`src/rtl/sync_frame_controller_if.sv`:
```
// ============================================================================
// sync_frame_controller_if : byte-bus / payload-stream bundle for the frame sequencer
// Revision : 1.0
// ============================================================================
`default_nettype none

interface sync_frame_controller_if #(
   parameter int CNT_W = 16
);
   logic [7:0]       data;
   logic             det_flag;
   logic [7:0]       out_data;
   logic             out_valid;
   logic             out_first;
   logic             out_last;
   logic [7:0]       frame_len;
   logic             frame_done;
   logic             frame_ok;
   logic             busy;
   logic [CNT_W-1:0] ok_count;
   logic [CNT_W-1:0] err_count;

   // master: byte source / detector side and packet consumer
   modport master (
      output data, det_flag,
      input  out_data, out_valid, out_first, out_last,
      input  frame_len, frame_done, frame_ok, busy, ok_count, err_count
   );

   // slave: the frame controller itself
   modport slave (
      input  data, det_flag,
      output out_data, out_valid, out_first, out_last,
      output frame_len, frame_done, frame_ok, busy, ok_count, err_count
   );
endinterface

`default_nettype wire

```
`src/rtl/sync_frame_controller.sv`:
```
// ============================================================================
// sync_frame_controller : length/payload/XOR-checksum framer behind the sync detector
// Optional statistics counters enabled by macro SYNC_FRAME_STATS_EN.
// Revision : 1.0
// ============================================================================
`default_nettype none

module sync_frame_controller #(
   parameter int MAX_LEN = 32,
   parameter int CNT_W   = 16
) (
   input  wire logic clk,
   input  wire logic nrst,
   sync_frame_controller_if.slave bus
);

   typedef enum logic [1:0] {
      HUNT    = 2'd0,
      PAYLOAD = 2'd1,
      CSUM    = 2'd2
   } state_t;

   state_t     state_q, state_d;
   logic [7:0] cnt_q, cnt_d;
   logic [7:0] xor_q, xor_d;
   logic [7:0] out_data_q, out_data_d;
   logic       out_valid_q, out_valid_d;
   logic       out_first_q, out_first_d;
   logic       out_last_q, out_last_d;
   logic [7:0] frame_len_q, frame_len_d;
   logic       frame_done_q, frame_done_d;
   logic       frame_ok_q, frame_ok_d;
   logic       busy_q, busy_d;
   logic       len_bad;
   logic       last_byte;

   assign len_bad   = (bus.data == 8'd0) || ({1'b0, bus.data} > 9'(MAX_LEN));
   assign last_byte = (cnt_q == frame_len_q - 8'd1);

   always_comb begin
      state_d      = state_q;
      cnt_d        = cnt_q;
      xor_d        = xor_q;
      out_data_d   = out_data_q;
      out_valid_d  = 1'b0;
      out_first_d  = 1'b0;
      out_last_d   = 1'b0;
      frame_len_d  = frame_len_q;
      frame_done_d = 1'b0;
      frame_ok_d   = frame_ok_q;
      case (state_q)
         HUNT: begin
            if (bus.det_flag) begin
               frame_len_d = bus.data;
               if (len_bad) begin
                  frame_done_d = 1'b1;
                  frame_ok_d   = 1'b0;
               end else begin
                  cnt_d   = 8'd0;
                  xor_d   = 8'd0;
                  state_d = PAYLOAD;
               end
            end
         end
         // det_flag is deliberately not looked at here: payload may contain the sync word
         PAYLOAD: begin
            out_data_d  = bus.data;
            out_valid_d = 1'b1;
            out_first_d = (cnt_q == 8'd0);
            out_last_d  = last_byte;
            xor_d       = xor_q ^ bus.data;
            cnt_d       = cnt_q + 8'd1;
            if (last_byte) begin
               state_d = CSUM;
            end
         end
         CSUM: begin
            frame_done_d = 1'b1;
            frame_ok_d   = (bus.data == xor_q);
            state_d      = HUNT;
         end
         default: state_d = HUNT;
      endcase
      busy_d = (state_d != HUNT);
   end

   always_ff @(posedge clk or negedge nrst) begin
      if (!nrst) begin
         state_q      <= HUNT;
         cnt_q        <= 8'd0;
         xor_q        <= 8'd0;
         out_data_q   <= 8'd0;
         out_valid_q  <= 1'b0;
         out_first_q  <= 1'b0;
         out_last_q   <= 1'b0;
         frame_len_q  <= 8'd0;
         frame_done_q <= 1'b0;
         frame_ok_q   <= 1'b0;
         busy_q       <= 1'b0;
      end else begin
         state_q      <= state_d;
         cnt_q        <= cnt_d;
         xor_q        <= xor_d;
         out_data_q   <= out_data_d;
         out_valid_q  <= out_valid_d;
         out_first_q  <= out_first_d;
         out_last_q   <= out_last_d;
         frame_len_q  <= frame_len_d;
         frame_done_q <= frame_done_d;
         frame_ok_q   <= frame_ok_d;
         busy_q       <= busy_d;
      end
   end

   assign bus.out_data   = out_data_q;
   assign bus.out_valid  = out_valid_q;
   assign bus.out_first  = out_first_q;
   assign bus.out_last   = out_last_q;
   assign bus.frame_len  = frame_len_q;
   assign bus.frame_done = frame_done_q;
   assign bus.frame_ok   = frame_ok_q;
   assign bus.busy       = busy_q;

`ifdef SYNC_FRAME_STATS_EN
   logic [CNT_W-1:0] ok_count_q, ok_count_d;
   logic [CNT_W-1:0] err_count_q, err_count_d;

   // Counters move with the registered frame_done, and stick at all-ones
   always_comb begin
      ok_count_d  = ok_count_q;
      err_count_d = err_count_q;
      if (frame_done_d && frame_ok_d && (ok_count_q != {CNT_W{1'b1}})) begin
         ok_count_d = ok_count_q + 1'b1;
      end
      if (frame_done_d && !frame_ok_d && (err_count_q != {CNT_W{1'b1}})) begin
         err_count_d = err_count_q + 1'b1;
      end
   end

   always_ff @(posedge clk or negedge nrst) begin
      if (!nrst) begin
         ok_count_q  <= '0;
         err_count_q <= '0;
      end else begin
         ok_count_q  <= ok_count_d;
         err_count_q <= err_count_d;
      end
   end

   assign bus.ok_count  = ok_count_q;
   assign bus.err_count = err_count_q;
`else
   assign bus.ok_count  = '0;
   assign bus.err_count = '0;
`endif

endmodule

`default_nettype wire

```
`src/flat_wrapper.sv`:
```
// flat-port wrapper written by rule: the top's interface ports become plain ports
module sync_frame_controller_flat 
#(
   parameter int MAX_LEN = 32,
   parameter int CNT_W   = 16
)
  (clk, nrst, bus_data, bus_det_flag, bus_out_data, bus_out_valid, bus_out_first, bus_out_last, bus_frame_len, bus_frame_done, bus_frame_ok, bus_busy, bus_ok_count, bus_err_count);
  sync_frame_controller_if #(.CNT_W(CNT_W)) bus_i ();
  input  wire logic clk;
  input  wire logic nrst;
  input wire logic [$bits(bus_i.data)-1:0] bus_data;
  input wire logic [$bits(bus_i.det_flag)-1:0] bus_det_flag;
  output wire logic [$bits(bus_i.out_data)-1:0] bus_out_data;
  output wire logic [$bits(bus_i.out_valid)-1:0] bus_out_valid;
  output wire logic [$bits(bus_i.out_first)-1:0] bus_out_first;
  output wire logic [$bits(bus_i.out_last)-1:0] bus_out_last;
  output wire logic [$bits(bus_i.frame_len)-1:0] bus_frame_len;
  output wire logic [$bits(bus_i.frame_done)-1:0] bus_frame_done;
  output wire logic [$bits(bus_i.frame_ok)-1:0] bus_frame_ok;
  output wire logic [$bits(bus_i.busy)-1:0] bus_busy;
  output wire logic [$bits(bus_i.ok_count)-1:0] bus_ok_count;
  output wire logic [$bits(bus_i.err_count)-1:0] bus_err_count;
  assign bus_i.data = bus_data;
  assign bus_i.det_flag = bus_det_flag;
  assign bus_out_data = bus_i.out_data;
  assign bus_out_valid = bus_i.out_valid;
  assign bus_out_first = bus_i.out_first;
  assign bus_out_last = bus_i.out_last;
  assign bus_frame_len = bus_i.frame_len;
  assign bus_frame_done = bus_i.frame_done;
  assign bus_frame_ok = bus_i.frame_ok;
  assign bus_busy = bus_i.busy;
  assign bus_ok_count = bus_i.ok_count;
  assign bus_err_count = bus_i.err_count;
  sync_frame_controller #(.MAX_LEN(MAX_LEN), .CNT_W(CNT_W)) u_core (.clk(clk), .nrst(nrst), .bus(bus_i));
endmodule
```
`config.mk`:
```
export PLATFORM = sky130hd
export DESIGN_NAME = sync_frame_controller_flat
export DESIGN_NICKNAME = d
export VERILOG_FILES = /design/src/rtl/sync_frame_controller_if.sv /design/src/rtl/sync_frame_controller.sv /design/src/flat_wrapper.sv
export SDC_FILE = /design/constraint.sdc
export NUM_CORES = 1
export LEC_CHECK = 0
export ABC_AREA = 0
export ABC_CLOCK_PERIOD_IN_PS = 2500
export BUFFER_PORTS_ARGS = -buffer_cell sky130_fd_sc_hd__buf_2
export CORE_MARGIN = 2
export CORE_UTILIZATION = 30
export CTS_BUF_LIST = sky130_fd_sc_hd__clkbuf_4
export DETAILED_ROUTE_END_ITERATION = 10
export PLACE_DENSITY = 0.51
export SYNTH_ARGS = -nofsm -noshare
export SYNTH_HDL_FRONTEND = slang
export SYNTH_SLANG_ARGS = --single-unit
export TNS_END_PERCENT = 10
```
`constraint.sdc`:
```
create_clock -name clk -period 2.5 [get_ports clk]
set_input_delay 0 -clock clk [delete_from_list [all_inputs] [get_ports clk]]
set_output_delay 0 -clock clk [all_outputs]
set_load 0.02 [all_outputs]
```
======== Yosys cells after proc, flatten, opt, wreduce, memory -nomap -nowiden ========
Cells that the tools add are included.
storage, ports and cells
  register bits after elaboration ......... 40
  bits in latches ......................... 0
  memory bits (writable) .................. 0
  bits in read-only memories .............. 0
  input bits .............................. 11
  word-level logic and storage cells ...... 49
  memories ................................ 0
operators by class
  add/sub/neg operators ................... 2
  multipliers ............................. 0
  div/mod/pow operators ................... 0
  magnitude comparators ................... 1
  equality and inequality tests ........... 7
  shift-type cells ........................ 0
  muxes and demuxes ....................... 17
  bitwise logic cells ..................... 1
  reductions and logical operators ........ 10
operator list
  cell                                                                      count
  8-bit case mux with 2 select lines                                        2
  8-bit equality test                                                       2
  8-bit zero test                                                           2
  8-bit 2-to-1 mux                                                          2
  8-bit by 1-bit adder with 8-bit output (second input constant)            1
  8-bit by 6-bit > comparator with 1-bit output (second input constant)     1
  8-bit by 1-bit subtractor with 8-bit output (second input constant)       1
  8-bit bitwise XOR                                                         1
  1-bit 2-to-1 mux                                                          7
  2-bit 2-to-1 mux                                                          3
  3-bit AND reduction                                                       2
  2-bit nonzero test                                                        3
  2-bit inequality test (second input constant)                             2
  1-bit case mux with 2 select lines                                        2
  2-bit case mux with 2 select lines                                        1
  2-bit by 1-bit equality test with 1-bit output (second input constant)    1
  2-bit equality test (second input constant)                               1
  2-bit zero test                                                           1
  2-bit by 1-bit inequality test with 1-bit output (second input constant)  1
  2-bit AND reduction                                                       1
  1-bit logical OR                                                          1

======== Depth between registers and ports, before layout ========
Gate-level depths: netlist (run 1).
  depth in word-level cells ............... 6
  gate-level depth with buffers ........... 7

======== Worst setup path after synthesis (run 1) ========
OpenSTA, ideal clock, no wires.
  path kind ............................... flip-flop to flip-flop
  start point ............................. register u_core.frame_len_q[0], in the netlist u_core.bus.frame_len[0]
  end point ............................... register u_core.out_last_q, in the netlist u_core.bus.out_last
  library setup time ...................... 0.067 ns
  arrival ................................. 1.984 ns
  setup slack ............................. 0.450 ns
  stages on the path, launching flop included .. 8
  path through ............................ dfrtp_1 inv_1 ha_1 or3b_2 nor3_1 xnor2_1 a2111oi_2 and2_1
on the way
  cells in the longest elaborated chain, start to end .. 3
ends and longest elaborated chain
  item                                         RTL line                      source
  start, declared                              sync_frame_controller.sv:30   logic [7:0] frame_len_q, frame_len_d;
  start signal, assigned                       sync_frame_controller.sv:108  frame_len_q <= frame_len_d;
  8-bit by 1-bit subtractor with 8-bit output  sync_frame_controller.sv:38   assign last_byte = (cnt_q == frame_len_q - 8'd1);
  8-bit equality test                          sync_frame_controller.sv:38
  1-bit 2-to-1 mux                             sync_frame_controller.sv:51   case (state_q)
  via u_core.out_last_d                        sync_frame_controller.sv:29   logic out_last_q, out_last_d;
  end signal, assigned                         sync_frame_controller.sv:107  out_last_q <= out_last_d;
  end, declared                                sync_frame_controller.sv:29
The timed path passes the listed nets, and every way through them passes these cells.
A chain may end at the register's enable or synchronous reset.

======== Final worst setup path (run 1) ========
Same ends and word-level chain as after synthesis.

==> qor.yml, run 1 <==
routing:
  via_per_inst: 4.27
  drc: 0
  wl_per_cell_um: 12.1
  antenna_left: 0
  wirelength_um: 4670
  vias: 1641
  drt_iter0_markers: 70
  first_pass_iters: 4
clock_network:
  postCtsSetupBuffers: 0
  cts_num_sinks: 40
  ctsRootBufferMaster: "clkbuf_4"
  cts_buffers: 5
  cts.reportedPaths.clkPinSlew_ns: 0.13
  cts_tree: "yes"
  clock_path_buffers: 2
  cts_hold_buf: 10
  postCtsResizedCells: 0
  worst_skew_pair.late_latency_ns: 0.35
  htreeDepth: 2
timing:
  fmax_mhz: 477
  slew_headroom_pct: 40.7
  finalCriticalPeriod_ns: 2.10
  whs_ns: 0.300
  rsz0062_at_grt: "false"
  finalSetupTns_ns: 0
  period_share_pct: 83.9
  drv_slew: 0
  setup_viol: 0
  fin_skew_ns: 0.00901
  hold_viol_final: 0
  tightest_slew_ns: 0.890
critical_path:
  start_kind: "register"
  worstPathArrival_ns: 2.40
  required_ns: 2.80
  r2r-end: "u_core.bus.out_last"
  critPathMaxFanout: 5
  endpoint_kind: "register"
  rr_worst_depth: 7
  r2r-start: "u_core.bus.frame_len[0]"
  path_class: "register to register"
  regToRegSetupSlack_ns: 0.40
global_routing:
  grt_pass1_vias: 1500
  grtUsageTotal_pct: 11.7
  antenna_found_initial: 0
  grt_max_degree: 41
  grt_pass1_wl_um: 7750
  grt-ovfl-total: 0
synth:
  avgSynthCellArea_um2: 9.33
  synth_edf_count: 0
  synth-seq-area-share_pct: 44.3
  syn_area_um2: 2260
  synthTopCellsByArea: "dfrtp_1, buf_4, o21ai_0"
  yosysTopAreaCell: "dfrtp_1"
  yosysWarnings: 0
  syn_inst: 242
  ys_seq_elements: 40
  synthFlopType: "dfrtp_1"
  yosys.area.top_type_share_pct: 44.3
  async_reset_ff_share_pct: 100
  yosys.cell_types.count: 39
hold_path:
  hold_class: "input pin to async pin"
placement:
  gp_congestion: 0.706
  dp_hpwl_um: 3350
  portBuffers: 32
power_and_ir_drop:
  ir_drop_mv: 0.463
  p_per_area_nw_per_um2: 1190
  swShare_pct: 43.8
  combPwrFrac_pct: 44.9
  clkPwrFrac_pct: 14.5
  seq_power_share_pct: 40.6
  p_switching_mw: 1.34
  p_leak_nw: 1.20
  p_int_mw: 1.72
floorplanning:
  die_h_um: 90.8
  ios: 65
  core-area_um2: 7250
  die_area_um2: 8240
  fp.dieW_um: 90.8
  rows: 31
  start_util_pct: 31.1
cells_and_area:
  nNetsFinal: 298
  final_cell_mix: "dfrtp_1, conb_1, buf_2"
  layout_commonest_cell: "dfrtp_1"
  syn2layout_area_growth_pct: 14.3
  diodes: 0
  drive_above_1_share_pct: 20.4
  fillCellCount: 789
status:
  status: "finished, final reports clean"
flow_run:
  max_cap_violations: 0
final cells by class:
class / instances / area [µm²] / area share [%]
Clock inverter: 2 / 35.0 / 1.36
Tap cell: 99 / 124 / 4.80
Timing Repair Buffer: 46 / 290 / 11.2
Multi-Input combinational cell: 180 / 1050 / 40.5
Inverter: 11 / 41.3 / 1.60
Sequential cell: 40 / 1000 / 38.8
Clock buffer: 6 / 45.0 / 1.74
cells in the mapped netlist, types with 2 or more instances:
cell	count
nand4_1	5
nand2_1	28
nand2b_1	7
and2_1	4
dfrtp_1	40
buf_4	32
mux2_2	6
xnor2_1	8
o21ai_1	2
o211ai_1	2
and3_1	2
a2111oi_2	2
ha_1	3
o21ai_0	24
or3b_2	2
nor2_1	19
inv_1	11
nor4b_1	2
clkbuf_1	8
nor4_1	2
nor3_1	5
xor2_1	11
sequential cells by signal, summed over array words and instances (netlist names):
name                   cells
u_core.bus.busy            1
u_core.bus.frame_done      1
u_core.bus.frame_len       8
u_core.bus.frame_ok        1
u_core.bus.out_data        8
u_core.bus.out_first       1
u_core.bus.out_last        1
u_core.bus.out_valid       1
u_core.cnt_q               8
u_core.state_q             2
u_core.xor_q               8
how the worst max path moves through the flow:
| stage | startpoint | to | cells after the start |
|---|---|---|---|
| 4_1_cts | u_core.bus.frame_len[0] | u_core.bus.out_last | 7 |
| 3_5_place_dp | u_core.bus.frame_len[0] | u_core.bus.out_last | 7 |
| 2_1_floorplan | u_core.bus.frame_len[0] | u_core.bus.out_last | 7 |
| 6_report | u_core.bus.frame_len[0] | u_core.bus.out_last | 7 |
| 3_3_place_gp | u_core.bus.frame_len[0] | u_core.bus.out_last | 7 |
| 5_1_grt | u_core.bus.frame_len[0] | u_core.state_q[1] | 7 |
critical path, stage by stage, from the launching register on:
cell       delay (ns)
dfrtp_1          0.45
inv_1            0.10
ha_1             0.21
or3b_2           0.47
nor3_1           0.19
xnor2_1          0.11
a2111oi_2        0.36
and2_1           0.18
power groups by stage:
stage          combinational [mW]  sequential, mW  clock, mW
5_1_grt                      1.54            1.30      0.486
2_1_floorplan               0.922            1.32          0
6_report                     1.37            1.24      0.445
3_3_place_gp                 1.36            1.24          0
4_1_cts                      1.39            1.24      0.459
3_5_place_dp                 1.37            1.25          0
logic make-up (layout without fill, tap and decap cells):
| group | Yosys count | count (layout) | synth area share (%) |
|---|---|---|---|
| compound gates | 35 | 35 | 10.1 |
| simple gates | 85 | 85 | 18.9 |
| fa+ha+maj | 3 | 3 | 1.66 |
| flops | 40 | 40 | 44.3 |
| buf+inv | 53 | 65 | 14.5 |
| other cells | 1 | 32 | 0.166 |
| xor+xnor | 19 | 19 | 7.37 |
| mux | 6 | 6 | 2.99 |
layer usage:
metal	GRT usage [%]	vias up	wire length, µm
met3	3.92	5	325
met4	3.46	0	54
met2	17.1	51	1950
li1	-	820	-
met5	0	-	0
met1	16.5	765	2340
metrics by stage:
step | cell area [µm²] | instances | util [%] | setup WS, ns | total power, mW
after floorplan | 2370 | 273 | - | 0.450 | 2.24
after global placement | 2400 | 366 | 33.1 | 0.460 | 2.60
after detailed placement | 2400 | 366 | 33.1 | 0.397 | 2.62
after CTS | 2580 | 384 | 35.6 | 0.369 | 3.09
after global routing | 2580 | 384 | 35.6 | 0.219 | 3.33
final | 2580 | 384 | 35.6 | 0.402 | 3.06
No activity file was read; power rests on OpenSTA's default activity.
==> run 2, diff against run 1 <==
Settings changed: ABC_AREA 0 to 1, ABC_CLOCK_PERIOD_IN_PS 2500 to 1900, PLACE_DENSITY 0.51 to 0.52.
Clock period 2.5 ns to 1.9 ns, I/O delays scaled along.
==> run 2 against run 1 <==
  * Flip-flop and latch count unchanged
  * Synthesized cell count increased by 33%
  * Power increased by 43%
==> qor.yml, run 2 <==
synth:
  avgSynthCellArea_um2: 7.50  # -20%
  synth_edf_count: 0  # unchanged
  syn_inst: 323  # +33%
  yosys.cell_types.count: 27  # -31%
  ys_seq_elements: 40  # unchanged
  synthTopCellsByArea: "dfrtp_1, nand2_1, buf_4"
  yosysWarnings: 0  # unchanged
  synthFlopType: "dfrtp_1"
  async_reset_ff_share_pct: 100  # unchanged
  yosys.cell_count.top_type: "nand2_1"
  yosys.area.top_type_share_pct: 41.3  # -3.0 points
  synth-seq-area-share_pct: 41.3  # -3.0 points
  yosysTopAreaCell: "dfrtp_1"
  syn_area_um2: 2420  # +7.3%
  synth_commonest_cells: "nand2_1, dfrtp_1, nand3_1"
power_and_ir_drop:
  p_leak_nw: 1.46  # +21%
  power.total_mw: 4.37  # +43%
  ir_drop_mv: 0.529  # +14%
  p_per_area_nw_per_um2: 1590  # +34%
clock_network:
  clock_path_buffers: 2  # unchanged
  cts_num_sinks: 40  # unchanged
  cts_tree: "yes"
  ctsRootBufferMaster: "clkbuf_4"
  cts.reportedPaths.clkPinSlew_ns: 0.13  # about the same
  htreeDepth: 2  # unchanged
  cts_buffers: 5  # unchanged
  worst_skew_pair.late_latency_ns: 0.35  # about the same
  postCtsSetupBuffers: 0  # unchanged
cells_and_area:
  layout_commonest_cell: "nand2_1"
  fin_cells: 470  # +22%
  syn2layout_area_growth_pct: 13.2
  finish.utilization_pct: 35.3  # -0.30 points
  drive_above_1_share_pct: 15.8  # -4.6 points
  nNetsFinal: 382  # +28%
  diodes: 0  # unchanged
  final_cell_mix: "nand2_1, dfrtp_1, nand3_1"
  fin_area_um2: 2740  # +6.2%
floorplanning:
  fp.dieW_um: 93.9  # +3.4%
  die_area_um2: 8810  # +7.0%
  die_h_um: 93.9  # +3.4%
  start_util_pct: 31.2  # +0.065 points
  core-area_um2: 7770  # +7.1%
  ios: 65  # unchanged
  rows: 32  # +3.2%
global_routing:
  antenna_found_initial: 0  # unchanged
  grt_pass1_vias: 1874  # +25%
  grt_max_degree: 43  # +4.9%
  grt-ovfl-total: 0  # unchanged
  grt_pass1_wl_um: 9090  # +17%
  grtUsageTotal_pct: 13.3  # +1.5 points
timing:
  drv_slew: 0  # unchanged
  fmax_mhz: 589  # +24%
  rsz0062_at_grt: "false"
  fin_skew_ns: 0.00313  # -0.00588 ns
  finalSetupTns_ns: 0  # unchanged
  setup_slack_ns: 0.202  # -0.200 ns
  whs_ns: 0.0931  # -0.207 ns
  setup_viol: 0  # unchanged
  finalCriticalPeriod_ns: 1.70  # -0.400 ns
  period_share_pct: 89.4  # +5.5 points
  hold_viol_final: 0  # unchanged
critical_path:
  r2r-start: "u_core.bus.frame_len[0]"
  regToRegSetupSlack_ns: 0.20  # -0.20 ns
  endpoint_kind: "register"
  crit_path_end: "u_core.state_q[0]"
  worstPathArrival_ns: 1.93  # -0.47 ns
  start_kind: "register"
  critPathMaxFanout: 6  # +1
  r2r-end: "u_core.state_q[0]"
  path_class: "register to register"
  rr_worst_depth: 11  # +4
  crit_start: "u_core.bus.frame_len[0]"
  required_ns: 2.14  # -0.66 ns
placement:
  gp_congestion: 0.849  # +20%
  dp_hpwl_um: 4280  # +28%
  dpl_cell_area_um2: 2590  # +7.9%
  portBuffers: 32  # unchanged
  dp_cells: 453  # +24%
  pre_cts_slack_ns: 0.249  # -0.148 ns
status:
  status: "finished, final reports clean"
routing:
  first_pass_iters: 4  # unchanged
  drc: 0  # unchanged
  wl_per_cell_um: 12.1  # -0.35%
  wirelength_um: 5690  # +22%
  via_per_inst: 4.38  # +2.6%
  vias: 2060  # +26%
  drt_iter0_markers: 85  # +21%
  antenna_left: 0  # unchanged
flow_run:
  max_cap_violations: 0  # unchanged
hold_path:
  hold_class: "input pin to async pin"
## run 2: routing by layer
metal	wire length, µm	up-vias	share of wire (%)	global-route usage (%)
li1	-	1048	-	-
met2	2700	48	47	22.7
met5	0	-	0	0
met4	91	0	1.6	3.62
met1	2670	957	47	17.0
met3	231	7	4.1	2.73
## run 2: how the worst min path moves through the flow
stage / end / slack [ns] / cells past startpoint
3_3_place_gp: u_core.bus.busy / -0.05 / 1
2_1_floorplan: u_core.bus.busy / -0.30 / 0
4_1_cts: u_core.bus.busy / 0.10 / 2
6_report: u_core.bus.frame_len[4] / 0.09 / 2
5_1_grt: u_core.bus.busy / 0.11 / 2
3_5_place_dp: u_core.bus.busy / -0.04 / 1
## run 2: kinds of logic (layout without fill, tap and decap cells)
| kind of cell | Yosys count | after routing | share of synthesized area, % |
|---|---|---|---|
| xor gates and xnor gates | 10 | 10 | 3.61 |
| other | 1 | 32 | 0.155 |
| and+or+nand+nor | 177 | 177 | 32.4 |
| DFF | 40 | 40 | 41.3 |
| buffers and inverters | 72 | 86 | 16.7 |
| AOI/OAI and AO/OA | 20 | 20 | 4.23 |
| adders and majority gates | 3 | 3 | 1.55 |
## run 2: layout make-up
type | count | area [µm²]
clock inverters | 2 | 12.5
fillers | 852 | 5020
multi-input cells | 242 | 1130
repair buffers | 47 | 310
well taps | 102 | 128
clock buffers | 5 | 37.5
flip-flops and latches | 40 | 1000
inverters | 32 | 120
## run 2: critical path, cell delays in order, from the launching register on
cell and delay, ns:
dfrtp_1 0.45, inv_2 0.12, ha_1 0.26, nand2_1 0.10, nor2_1 0.18, nand2_1 0.07, nand2_1 0.06, nand2_1 0.05
inv_1 0.05, nand3_1 0.06, o21bai_1 0.12, nand2_1 0.07
## run 2: power by group
part           leakage (nW)  switching (mW)  total, mW  internal, mW
registers             0.490           0.377       1.58          1.20
clock network        0.0271           0.304      0.440         0.135
logic                 0.939            1.49       2.35         0.857
total                  1.46            2.17       4.37          2.19
## run 2: repair_timing
| item | in CTS | in global routing |
|---|---|---|
| resized for setup | 0 | 0 |
| hold buffers | 10 | 0 |
| hold endpoints to repair | 58 | 0 |
